**src/rtl/matmul_pkg.sv**
```systemverilog
// matmul_pkg: FSM states and derived accumulator width shared by the matmul stream engine
package matmul_pkg;
    typedef enum logic [1:0] {IDLE, MAC, EMIT, DONE} state_e;
    function automatic int acc_w(input int data_w, input int m);
        return 2 * data_w + $clog2(m + 1);
    endfunction
endpackage

```
**src/rtl/matmul_stream_mac_lane.sv**
```systemverilog
// mac_lane: one K-serial multiply-accumulate lane with selectable signed/unsigned operands
module mac_lane #(
    parameter int DATA_W = 16,
    parameter int ACC_W  = 35
) (
    input  logic              clk,
    input  logic              reset,
    input  logic              clr,
    input  logic              en,
    input  logic              signed_mode,
    input  logic [DATA_W-1:0] a,
    input  logic [DATA_W-1:0] b,
    output logic [ACC_W-1:0]  acc
);
    logic signed [DATA_W:0]     ea;
    logic signed [DATA_W:0]     eb;
    logic signed [2*DATA_W+1:0] prod;
    // One extra operand bit lets a single signed multiplier serve both modes
    assign ea   = {signed_mode & a[DATA_W-1], a};
    assign eb   = {signed_mode & b[DATA_W-1], b};
    assign prod = ea * eb;
    always_ff @(posedge clk)
        if (reset) acc <= '0;
        else if (en) acc <= (clr ? '0 : acc) + ACC_W'(prod);
endmodule

```
**src/rtl/matmul_stream.sv**
```systemverilog
// matmul_stream: tiled A x B engine with P MAC lanes and a valid/ready result stream
module matmul_stream
    import matmul_pkg::*;
#(
    parameter int DATA_W = 16,
    parameter int N      = 4,
    parameter int M      = 4,
    parameter int Q      = 6,
    parameter int P      = 4,
    localparam int ACC_W = acc_w(DATA_W, M),
    localparam int RW    = N > 1 ? $clog2(N) : 1,
    localparam int CW    = Q > 1 ? $clog2(Q) : 1,
    localparam int KW    = M > 1 ? $clog2(M) : 1
) (
    input  logic                             clk,
    input  logic                             reset,
    input  logic                             start,
    input  logic                             signed_mode,
    input  logic [N-1:0][M-1:0][DATA_W-1:0]  mat_a,
    input  logic [M-1:0][Q-1:0][DATA_W-1:0]  mat_b,
    output logic                             busy,
    output logic                             done,
    output logic                             res_valid,
    input  logic                             res_ready,
    output logic [P-1:0][ACC_W-1:0]          res_data,
    output logic [RW-1:0]                    res_row,
    output logic [CW-1:0]                    res_col,
    output logic [P-1:0]                     res_mask
);
    state_e                  state, state_n;
    logic [RW-1:0]           row, row_n;
    logic [CW-1:0]           col, col_n;
    logic [KW-1:0]           k, k_n;
    logic                    sm, sm_n;
    logic                    last_k, more_cols;
    logic [P-1:0]            mask;
    logic [P-1:0][ACC_W-1:0] acc;

    assign last_k    = k == KW'(M - 1);
    assign more_cols = {1'b0, col} + (CW+1)'(P) < (CW+1)'(Q);

    always_ff @(posedge clk)
        if (reset) begin
            state <= IDLE;
            row   <= '0;
            col   <= '0;
            k     <= '0;
            sm    <= 1'b0;
        end else begin
            state <= state_n;
            row   <= row_n;
            col   <= col_n;
            k     <= k_n;
            sm    <= sm_n;
        end

    always_comb begin
        state_n = state;
        row_n   = row;
        col_n   = col;
        k_n     = k;
        sm_n    = sm;
        case (state)
            IDLE: if (start) begin
                sm_n    = signed_mode;
                row_n   = '0;
                col_n   = '0;
                k_n     = '0;
                state_n = MAC;
            end
            MAC: begin
                k_n     = last_k ? '0 : k + 1'b1;
                state_n = last_k ? EMIT : MAC;
            end
            EMIT: if (res_ready) begin
                col_n   = more_cols ? col + CW'(P) : '0;
                row_n   = more_cols || row == RW'(N - 1) ? row : row + 1'b1;
                state_n = !more_cols && row == RW'(N - 1) ? DONE : MAC;
            end
            default: state_n = IDLE;
        endcase
    end

    // Out-of-range columns feed zero so their accumulators stay at 0
    for (genvar p = 0; p < P; p++) begin : g_lane
        logic [CW:0] cp;
        assign cp      = {1'b0, col} + (CW+1)'(p);
        assign mask[p] = cp < (CW+1)'(Q);
        mac_lane #(.DATA_W(DATA_W), .ACC_W(ACC_W)) u_lane (
            .clk         (clk),
            .reset       (reset),
            .clr         (k == '0),
            .en          (state == MAC),
            .signed_mode (sm),
            .a           (mat_a[row][k]),
            .b           (mask[p] ? mat_b[k][cp[CW-1:0]] : '0),
            .acc         (acc[p])
        );
        assign res_data[p] = res_mask[p] ? acc[p] : '0;
    end

    assign busy      = state == MAC || state == EMIT;
    assign done      = state == DONE;
    assign res_valid = state == EMIT;
    assign res_mask  = state == EMIT ? mask : '0;
    assign res_row   = row;
    assign res_col   = col;
endmodule
```
**config.mk**
```make
export PLATFORM = sky130hd
export DESIGN_NAME = matmul_stream
export DESIGN_NICKNAME = d
export VERILOG_FILES = /design/src/rtl/matmul_pkg.sv /design/src/rtl/matmul_stream_mac_lane.sv /design/src/rtl/matmul_stream.sv
export SDC_FILE = /design/constraint.sdc
export NUM_CORES = 2
export LEC_CHECK = 0
export BUFFER_PORTS_ARGS = -buffer_cell sky130_fd_sc_hd__buf_2
export CAP_MARGIN = 5
export CELL_PAD_IN_SITES_DETAIL_PLACEMENT = 0
export CELL_PAD_IN_SITES_GLOBAL_PLACEMENT = 2
export CORE_AREA = 2 2 393 395
export CTS_CLUSTER_DIAMETER = 150
export DETAILED_ROUTE_END_ITERATION = 12
export DIE_AREA = 0 0 395 397
export GPL_TIMING_DRIVEN = 0
export PLACE_DENSITY_LB_ADDON = 0.1
export SETUP_SLACK_MARGIN = 0.2
export SYNTH_ARGS = -nofsm -noshare
export SYNTH_HDL_FRONTEND = slang
export SYNTH_SLANG_ARGS = --single-unit
```
**constraint.sdc**
```tcl
create_clock -name clk -period 32.1 [get_ports clk]
set_input_delay 1.605 -clock clk [delete_from_list [all_inputs] [get_ports clk]]
set_output_delay 1.605 -clock clk [all_outputs]
set_load 0.02 [all_outputs]
```
==> impl_metrics.json <==
{
  "syn-mean-instance-area_um2": 8.74,
  "max_freq_mhz": 65.1,
  "vias": 54400,
  "drcViolationCount": 0,
  "critPathKind": "reg -> reg",
  "dpl_cell_area_um2": 67900,
  "initial_core_util_pct": 39.8,
  "dp_hpwl_um": 255000,
  "rows": 144,
  "cp_data_arrival_time_ns": 15.77,
  "max_slew_margin_pct": -7.74,
  "ioPinCount": 797,
  "fin_crit_sh_pct": 47.9,
  "crit_slowest_cell": "clkbuf_1",
  "final_cell_mix": "inv_1 (1348), fa_1 (1188), buf_2 (820)",
  "startpoint": "k[0]$_SDFFE_PP0P_",
  "setup-violations-final": 0,
  "synthToLayoutAreaGrowth_pct": 13.0,
  "hold_buffers": 0,
  "cts_max_level": 4,
  "grt_pass1_wl_um": 421000,
  "worst_path_largest_cell_delay_ns": 0.95,
  "cts-root-buf": "clkbuf_16",
  "drive_gt1_share_pct": 14.4,
  "synth_top_cell_area_share_pct": 39.1,
  "drv_slew": 51,
  "postCtsSetupRepairBufs": 0,
  "ys_ff_latch": 148,
  "clk_pin_slew_worst_paths_ns": 0.07,
  "final_nets": 10100,
  "violations": "max-capacitance violations, max-slew violations",
  "chipHeight_um": 397,
  "detail_route.wl_per_cell_um": 30.2,
  "period_needed_ns": 15.37,
  "hp-start": "g_lane[1].u_lane.acc[26]$_SDFFE_PP0P_",
  "clk_path_buf_depth": 2,
  "io_buffer_count": 794,
  "synth_edf_count": 0,
  "antenna_found_initial": 69,
  "drv_cap": 5,
  "rsz0062_at_grt": "no",
  "drt-total-wl_um": 300000,
  "worstSkewPairLatency_ns": 0.54,
  "grt_pass1_vias": 55200,
  "cts_tree": "yes",
  "die_w_um": 395,
  "die_area_um2": 157000,
  "viasPerCell": 5.48,
  "yosysUniqueCellTypes": 82,
  "core_um2": 153000,
  "synthArstFlopShare_pct": 0,
  "final_common_cell": "inv_1",
  "drt_pass1_iterations": 6,
  "setup_tns_ns": 0,
  "worstMarginPinSlew_ns": 1.62,
  "synthTopCellsByArea": "fa_1 (39%), ha_1 (10%), inv_1 (8.3%), mux4_2 (5.4%), nor2_1 (5.0%)",
  "ys.flop_type": "dfxtp_1",
  "skew_ns": 0.0356,
  "r2r_start": "k[0]$_SDFFE_PP0P_",
  "cpMostUsedCell": "fa_1",
  "start_kind": "flip-flop",
  "grt_max_degree": 17,
  "ant_nets": 0,
  "drt_iter0_markers": 4962,
  "ctsResizeCount": 0,
  "seq_area_frac_synth_pct": 4.87,
  "synth_cells": 6957,
  "cts_buffers": 17,
  "gp_congestion": 1.04,
  "synthesis.area_um2": 60800,
  "yosys.area.top_type": "fa_1",
  "hold_viol": 0,
  "crit_required_ns": 32.50,
  "synth_warnings": 0,
  "worstPathMaxFanout": 10,
  "status": "complete, but fails checks",
  "crit_path_end_kind": "flip-flop",
  "grt_usage_pct": 38.5,
  "final_area_um2": 68700,
  "gr-total-overflow": 0,
  "cts.sinks": 148,
  "hold_path.class": "reg -> reg"
}
==> cell usage after synthesis (all sizes together) (48+ instances only) <==
| library cell | number |
|---|---|
| inv | 1348 |
| fa | 1188 |
| nor2 | 816 |
| nand2 | 691 |
| ha | 489 |
| clkbuf | 271 |
| a21oi | 208 |
| nor2b | 208 |
| xnor2 | 205 |
| and2 | 171 |
| dfxtp | 148 |
| mux4 | 147 |
| mux2i | 123 |
| o21ai | 120 |
| a21o | 102 |
| nand2b | 81 |
| a211oi | 61 |
| nand3 | 61 |
| buf | 57 |
| xor2 | 56 |
| o21a | 48 |
==> stage by stage <==
step | instances | hold slack, ns | worst slack (ns) | utilization, %
after global routing | 9920 | 0.511 | 16.42 | 44.9
after detailed placement | 9828 | 0.461 | 17.14 | 44.4
after global placement | 9796 | 0.460 | 16.08 | 44.0
final | 9933 | 0.470 | 16.73 | 44.9
after CTS | 9858 | 0.476 | 17.06 | 44.7
after floorplan | 6958 | 0.431 | 21.65 | -
==> cells by family after synthesis <==
| group | Yosys count | synth area share [%] |
|---|---|---|
| adder cells (fa/ha/maj) | 1677 | 49.2 |
| other | 1 | 0.00616 |
| buffers and inverters | 1679 | 10.4 |
| multiplexers | 289 | 7.82 |
| AND/OR/NAND/NOR | 2168 | 15.9 |
| flip-flops | 148 | 4.87 |
| XOR/XNOR | 261 | 3.76 |
| AO/OA/AOI/OAI | 734 | 8.04 |
==> critical path, delay by kind of cell, from the launching register on <==
| kind | cells | cell delay (ns) |
|---|---|---|
| DFF | 1 | 0.64 |
| buffers and inverters | 10 | 4.59 |
| xor gates and xnor gates | 2 | 1.15 |
| AOI/OAI and AO/OA | 15 | 4.20 |
| and+or+nand+nor | 6 | 0.67 |
| adders and majority gates | 8 | 3.90 |
==> sequential cells by signal, indices dropped and copies added, names as in the netlist <==
signal and cells:
res_row 2, g_lane.u_lane.acc 140, k 2, res_col 1
state 2, sm 1
==> metal layers <==
| metal | share of wire [%] | global-route usage [%] |
|---|---|---|
| met1 | 41 | 50.7 |
| met5 | 0.028 | 0 |
| met2 | 43 | 57.3 |
| met4 | 7.7 | 24.5 |
| met3 | 8.9 | 8.55 |
==> path summary, 6_finish.rpt <==
check	slack [ns]	end	depth (start not counted)
max	16.73	g_lane[2].u_lane.acc[34]$_SDFFE_PP0P_	41
min	0.47	g_lane[1].u_lane.acc[26]$_SDFFE_PP0P_	2
max reg2reg	16.73	g_lane[2].u_lane.acc[34]$_SDFFE_PP0P_	41
min reg2reg	0.47	g_lane[1].u_lane.acc[26]$_SDFFE_PP0P_	2
==> final cells by class <==
type,count,area [um^2]
Clock inverter,9,82.6
Antenna cell,67,168
Multi-Input combinational cell,5131,51600
Clock buffer,21,460
Fill cell,15600,84300
Inverter,1351,5070
Buffer,328,1300
Timing Repair Buffer,834,4530
Tap cell,2044,2560
Sequential cell,148,2960
Power is left out: the tool's default activity adds up to more than one toggle a clock period on the data nets, which glitch-free logic cannot reach.
